==> src/rtl/pwm_pkg.sv <==
`default_nettype none
// ============================================================================
// Module   : pwm_pkg
// Brief    : Shared types and helpers for the multi-channel PWM generator.
// Revision : 1.0 - initial release
// ============================================================================
package pwm_pkg;

    typedef enum logic [1:0] {
        MODE_UP     = 2'd0,
        MODE_DOWN   = 2'd1,
        MODE_CENTER = 2'd2
    } mode_t;

    localparam int c_arg_w = 32;

    // Counter value at the start of a period: DOWN starts at the period value.
    function automatic logic [c_arg_w-1:0] start_value(input logic [1:0] mode,
                                                       input logic [c_arg_w-1:0] per);
        return (mode == MODE_DOWN) ? per : '0;
    endfunction

endpackage
`default_nettype wire

==> src/rtl/pwm_prescaler.sv <==
`default_nettype none
// ============================================================================
// Module   : pwm_prescaler
// Brief    : Divide-by-(presc+1) tick generator, cleared while the PWM is idle.
// Revision : 1.0 - initial release
// ============================================================================
module pwm_prescaler #(
    parameter int P = 8
) (
    input  logic         clk50m,
    input  logic         rst_n,
    input  logic         clr,
    input  logic [P-1:0] presc,
    output logic         tick
);

    logic [P-1:0] r_count;

    assign tick = !clr && (r_count == presc);

    always_ff @(posedge clk50m or negedge rst_n) begin
        if (!rst_n) begin
            r_count <= '0;
        end else if (clr || tick) begin
            r_count <= '0;
        end else begin
            r_count <= r_count + 1'b1;
        end
    end

endmodule
`default_nettype wire

==> src/rtl/pwm_multi.sv <==
`default_nettype none
// ============================================================================
// Module   : pwm_multi
// Brief    : N-channel PWM with shared up/down/center counter and shadowed settings.
// Revision : 1.0 - initial release
// ============================================================================
module pwm_multi
    import pwm_pkg::*;
#(
    parameter int W = 8,
    parameter int N = 4,
    parameter int P = 8
) (
    input  logic                clk50m,
    input  logic                rst_n,
    input  logic                en,
    input  logic [1:0]          mode,
    input  logic [P-1:0]        presc,
    input  logic [W-1:0]        per,
    input  logic [N-1:0][W-1:0] cmp,
    input  logic [N-1:0]        pol,
    output logic [W-1:0]        cnt,
    output logic [N-1:0]        pwm,
    output logic                evt
);

    logic                w_tick;
    logic [W-1:0]        r_cnt;
    logic                r_dir_up;
    logic [W-1:0]        r_per_a;
    logic [N-1:0][W-1:0] r_cmp_a;
    mode_t               r_mode_a;
    logic [N-1:0]        r_pwm;
    logic                r_evt;

    logic [W-1:0]        w_start;
    logic [W-1:0]        w_cnt_nxt;
    logic                w_dir_nxt;
    logic                w_evt_nxt;
    logic                w_boundary;
    logic [W-1:0]        w_per_nxt;
    logic [N-1:0][W-1:0] w_cmp_nxt;
    mode_t               w_mode_nxt;
    logic [N-1:0]        w_raw;

    pwm_prescaler #(.P(P)) u_presc (
        .clk50m (clk50m),
        .rst_n  (rst_n),
        .clr    (!en),
        .presc  (presc),
        .tick   (w_tick)
    );

    // Start value always comes from the incoming settings: it is only used
    // when those settings are being loaded into the active registers.
    assign w_start = W'(start_value(mode, c_arg_w'(per)));

    always_comb begin
        w_cnt_nxt  = r_cnt;
        w_dir_nxt  = r_dir_up;
        w_evt_nxt  = 1'b0;
        w_boundary = 1'b0;
        w_per_nxt  = r_per_a;
        w_cmp_nxt  = r_cmp_a;
        w_mode_nxt = r_mode_a;

        if (!en) begin
            w_cnt_nxt  = w_start;
            w_dir_nxt  = 1'b1;
            w_per_nxt  = per;
            w_cmp_nxt  = cmp;
            w_mode_nxt = mode_t'(mode);
        end else if (w_tick) begin
            case (r_mode_a)
                MODE_DOWN: begin
                    if (r_cnt == '0) w_boundary = 1'b1;
                    else             w_cnt_nxt  = r_cnt - 1'b1;
                end
                MODE_CENTER: begin
                    if (r_per_a == '0) begin
                        w_boundary = 1'b1;
                    end else if (r_dir_up && (r_cnt < r_per_a)) begin
                        w_cnt_nxt = r_cnt + 1'b1;
                    end else begin
                        // Turning at the top or descending; reaching 0 ends the period.
                        w_dir_nxt = 1'b0;
                        if (r_cnt <= 1) w_boundary = 1'b1;
                        else            w_cnt_nxt  = r_cnt - 1'b1;
                    end
                end
                default: begin
                    if (r_cnt >= r_per_a) w_boundary = 1'b1;
                    else                  w_cnt_nxt  = r_cnt + 1'b1;
                end
            endcase

            if (w_boundary) begin
                w_evt_nxt  = 1'b1;
                w_cnt_nxt  = w_start;
                w_dir_nxt  = 1'b1;
                w_per_nxt  = per;
                w_cmp_nxt  = cmp;
                w_mode_nxt = mode_t'(mode);
            end
        end
    end

    // Compare against the values being loaded on this edge so pwm lines up with cnt.
    for (genvar i = 0; i < N; i++) begin : g_ch
        assign w_raw[i] = (w_cnt_nxt < w_cmp_nxt[i]);
    end

    always_ff @(posedge clk50m or negedge rst_n) begin
        if (!rst_n) begin
            r_cnt    <= '0;
            r_dir_up <= 1'b1;
            r_per_a  <= '0;
            r_cmp_a  <= '0;
            r_mode_a <= MODE_UP;
            r_pwm    <= '0;
            r_evt    <= 1'b0;
        end else begin
            r_cnt    <= w_cnt_nxt;
            r_dir_up <= w_dir_nxt;
            r_per_a  <= w_per_nxt;
            r_cmp_a  <= w_cmp_nxt;
            r_mode_a <= w_mode_nxt;
            r_pwm    <= en ? (w_raw ^ pol) : '0;
            r_evt    <= w_evt_nxt;
        end
    end

    assign cnt = r_cnt;
    assign pwm = r_pwm;
    assign evt = r_evt;

endmodule
`default_nettype wire

==> config.mk <==
export PLATFORM = sky130hd
export DESIGN_NAME = pwm_multi
export DESIGN_NICKNAME = d
export VERILOG_FILES = /design/src/rtl/pwm_pkg.sv /design/src/rtl/pwm_prescaler.sv /design/src/rtl/pwm_multi.sv
export SDC_FILE = /design/constraint.sdc
export NUM_CORES = 1
export LEC_CHECK = 0
export CAP_MARGIN = 25
export CORE_ASPECT_RATIO = 1.2
export CORE_MARGIN = 1.5
export CORE_UTILIZATION = 46
export DETAILED_ROUTE_END_ITERATION = 16
export PLACE_DENSITY = 0.73
export SYNTH_ARGS = -nofsm -noshare
export SYNTH_HDL_FRONTEND = slang
export SYNTH_SLANG_ARGS = --single-unit
==> constraint.sdc <==
create_clock -name clk50m -period 4.2 [get_ports clk50m]
set_input_delay 0.84 -clock clk50m [delete_from_list [all_inputs] [get_ports clk50m]]
set_output_delay 0.84 -clock clk50m [all_outputs]
set_load 0.05 [all_outputs]
==> flow_metrics.py <==
metrics = {
    "route": {
        "wl_um": 14300,
        "avgRoutedWirePerCell_um": 18.5,
        "ant_nets": 0,
        "first_iter_violations": 273,
        "firstDrtPassIters": 4,
        "vias_per_cell": 5.63,
        "dr_total_vias": 4345,
        "drc": 0,
    },
    "placed_design": {
        "placed_cells": 741,
        "gp_congestion": 0.952,
        "dp_hpwl_um": 10500,
        "pre_cts_ws_ns": -0.236,
        "portBuffers": 69,
    },
    "pwr": {
        "p_seq_share_pct": 29.6,
        "power.total_mw": 2.37,
        "leakagePower_nw": 3.08,
        "ir_drop_mv": 0.328,
        "p_switching_mw": 0.708,
        "clkPwrFrac_pct": 39.0,
        "pwr-share-comb_pct": 31.3,
        "internal-power_mw": 1.66,
        "netSwitchingFraction_pct": 29.9,
        "p_per_area_nw_per_um2": 357,
    },
    "timing": {
        "fin_crit_sh_pct": 103,
        "clock_skew_ns": 0.00811,
        "worst_slack_ns": -0.140,
        "rsz0062_at_grt": "true",
        "fin_setup_tns_ns": -0.434,
        "fmax_mhz": 230,
        "final_max_slew_viol_count": 0,
        "relSlewSlack_pct": 65.6,
        "finalCriticalPeriod_ns": 4.34,
        "worstMarginPinSlew_ns": 0.515,
        "hold_violations": 0,
        "setup-violations-final": 4,
    },
    "yosys": {
        "avgSynthCellArea_sq_um": 9.13,
        "syn_nets": 599,
        "netlist_area_sq_um": 4550,
        "synth_top_flop_cell": "dfrtp_1",
        "synth_seq_cells": 64,
        "async_reset_ff_share_pct": 100,
        "synth_edf_count": 0,
        "ys.warnings.count": 0,
        "synth_cell_type_count": 65,
        "syn_inst": 499,
        "yosysSeqAreaShare_pct": 35.2,
    },
    "critical_path": {
        "max_stage_delay_ns": 0.56,
        "crit_arrival_ns": 4.56,
        "crit_start": "cnt[2]$_DFF_PN0_",
        "r2r_start": "cnt[2]$_DFF_PN0_",
        "regToRegSetupSlack_ns": -0.14,
        "crit_required_ns": 4.42,
        "crit_chain": "or4_4 > or4_4 > a211oi_2 > a211o_1 > buf_6 > a21oi_2 > buf_4 > a211oi_1 > o21a_1 > ha_1 > o21ai_2 > nand2b_1 > a21oi_2 > o21ai_1 > nand3_1 > o21ai_1 > a311o_1",
        "crit_path_max_fanout": 5,
        "crit_buf_inv": 2,
        "critPathKind": "register to register",
        "start_kind": "register",
        "reg2regPathDepth": 17,
        "crit_family": "compound AO/OA/AOI/OAI gates",
        "slowest_stage": "or4_4",
        "reg2reg_to": "pwm[1]$_DFF_PN0_",
        "endpoint_kind": "register",
    },
    "clock_tree": {
        "htreeDepth": 3,
        "clockBufferDepth": 2,
        "clock_latency_ns": 0.34,
        "clock-sinks": 64,
        "path_clk_slew_ns": 0.06,
        "cts_tree": "yes",
        "postCtsHoldBufs": 0,
        "numCtsBuffers": 9,
        "root_buffer": "clkbuf_16",
    },
    "global_route": {
        "globalRouteOverflowTotal": 0,
        "grt_usage_pct": 28.4,
        "grt_max_degree": 42,
        "antenna_found_initial": 0,
        "grt_pass1_vias": 4571,
        "grt_pass1_wl_um": 22600,
    },
    "floorplan": {
        "dieArea_sq_um": 10500,
        "rows": 39,
        "io_pins": 70,
        "die_w_um": 93.8,
        "core_area_sq_um": 9560,
        "start_util_pct": 47.6,
        "fp.dieH_um": 112,
    },
    "final_layout": {
        "final_common_cell": "buf_4",
        "layout_common_cells": "buf_4, clkdlybuf4s50_1, dfrtp_1",
        "drive_gt1_share_pct": 26.5,
        "n_antenna_cell": 0,
        "final_nets": 744,
        "stdcell_count": 772,
        "final_util_pct": 69.2,
        "syn_to_final_growth_pct": 45.4,
    },
    "outcome": {
        "violations": "negative setup slack",
        "status": "finished, violations left",
    },
    "flow_run": {
        "drv_cap": 0,
    },
    "min_path": {
        "hold_class": "primary input to asynchronous set/reset pin",
    },
}
cells by family (layout without fill, tap and decap cells):
kind of cell	after synthesis	count (layout)	synth area share, %
buf+inv	69	218	6.65
fa+ha+maj	43	43	11.8
flops	64	64	35.2
simple gates	148	149	16.9
xor+xnor	23	23	4.42
compound gates	122	122	18.3
mux	30	30	6.73
cell usage after synthesis, types with 13 or more instances:
master	count	area, sq um
inv_1	45	169
nand2b_1	16	100
ha_1	43	538
a21oi_1	25	125
nor2_1	26	97.6
xor2_1	16	140
o21ai_0	31	155
clkbuf_1	13	48.8
dfrtp_1	63	1580
mux2i_1	25	250
nand3_1	17	85.1
nand2_1	35	131
cell type report:
class                   instances  area [sq um]
repair buffers                156          1390
well taps                     123           154
multi-input cells             367          2920
inverters                      46           173
clock buffers                   9           225
fillers                       745          2940
flip-flops and latches         64          1610
clock inverters                 7           144
power by group through the flow:
| stage | clock network [mW] | logic [mW] | registers (mW) |
|---|---|---|---|
| after global routing | 0.961 | 0.802 | 0.705 |
| after global placement | 0 | 0.640 | 0.706 |
| after detailed placement | 0 | 0.657 | 0.709 |
| after floorplan | 0 | 0.339 | 0.742 |
| after CTS | 0.935 | 0.691 | 0.699 |
| final | 0.923 | 0.741 | 0.701 |
sequential cells by signal, indices dropped and copies added, names as in the netlist:
| name | flops |
|---|---|
| r_per_a | 8 |
| pwm | 4 |
| u_presc.r_count | 8 |
| evt | 1 |
| cnt | 8 |
| r_dir_up | 1 |
| r_mode_a | 2 |
| r_cmp_a | 32 |
metal layers:
metal	GRT usage [%]	wire length, um
met1	33.4	5700
met2	49.8	7450
met3	4.99	565
met5	0	0
met4	13.1	588
metrics by stage:
stage               hold WS, ns  cell area, sq um
finish                    0.289              6620
detailed placement        0.478              5880
global route              0.280              6620
floorplan                 0.452              4630
global placement          0.478              5880
CTS                       0.496              6430
how the worst max path moves through the flow:
| stage | slack [ns] | endpoint | cells after the start |
|---|---|---|---|
| final | -0.14 | pwm[1]$_DFF_PN0_ | 17 |
| after global routing | -0.25 | pwm[1]$_DFF_PN0_ | 17 |
| after CTS | -0.007 | pwm[3]$_DFF_PN0_ | 17 |
| after detailed placement | -0.24 | pwm[0]$_DFF_PN0_ | 14 |
| after global placement | -0.11 | pwm[3]$_DFF_PN0_ | 17 |
| after floorplan | -0.16 | pwm[0]$_DFF_PN0_ | 19 |
what timing repair did:
item | CTS | global route
endpoints found under the setup margin | 4 | 4
cloned | 1 | 0
setup buffers | 10 | 4
endpoints found under the hold margin | 0 | 0
pin swaps | 9 | 13
resized for setup | 22 | 35
Power figures use the tool's default switching activity.
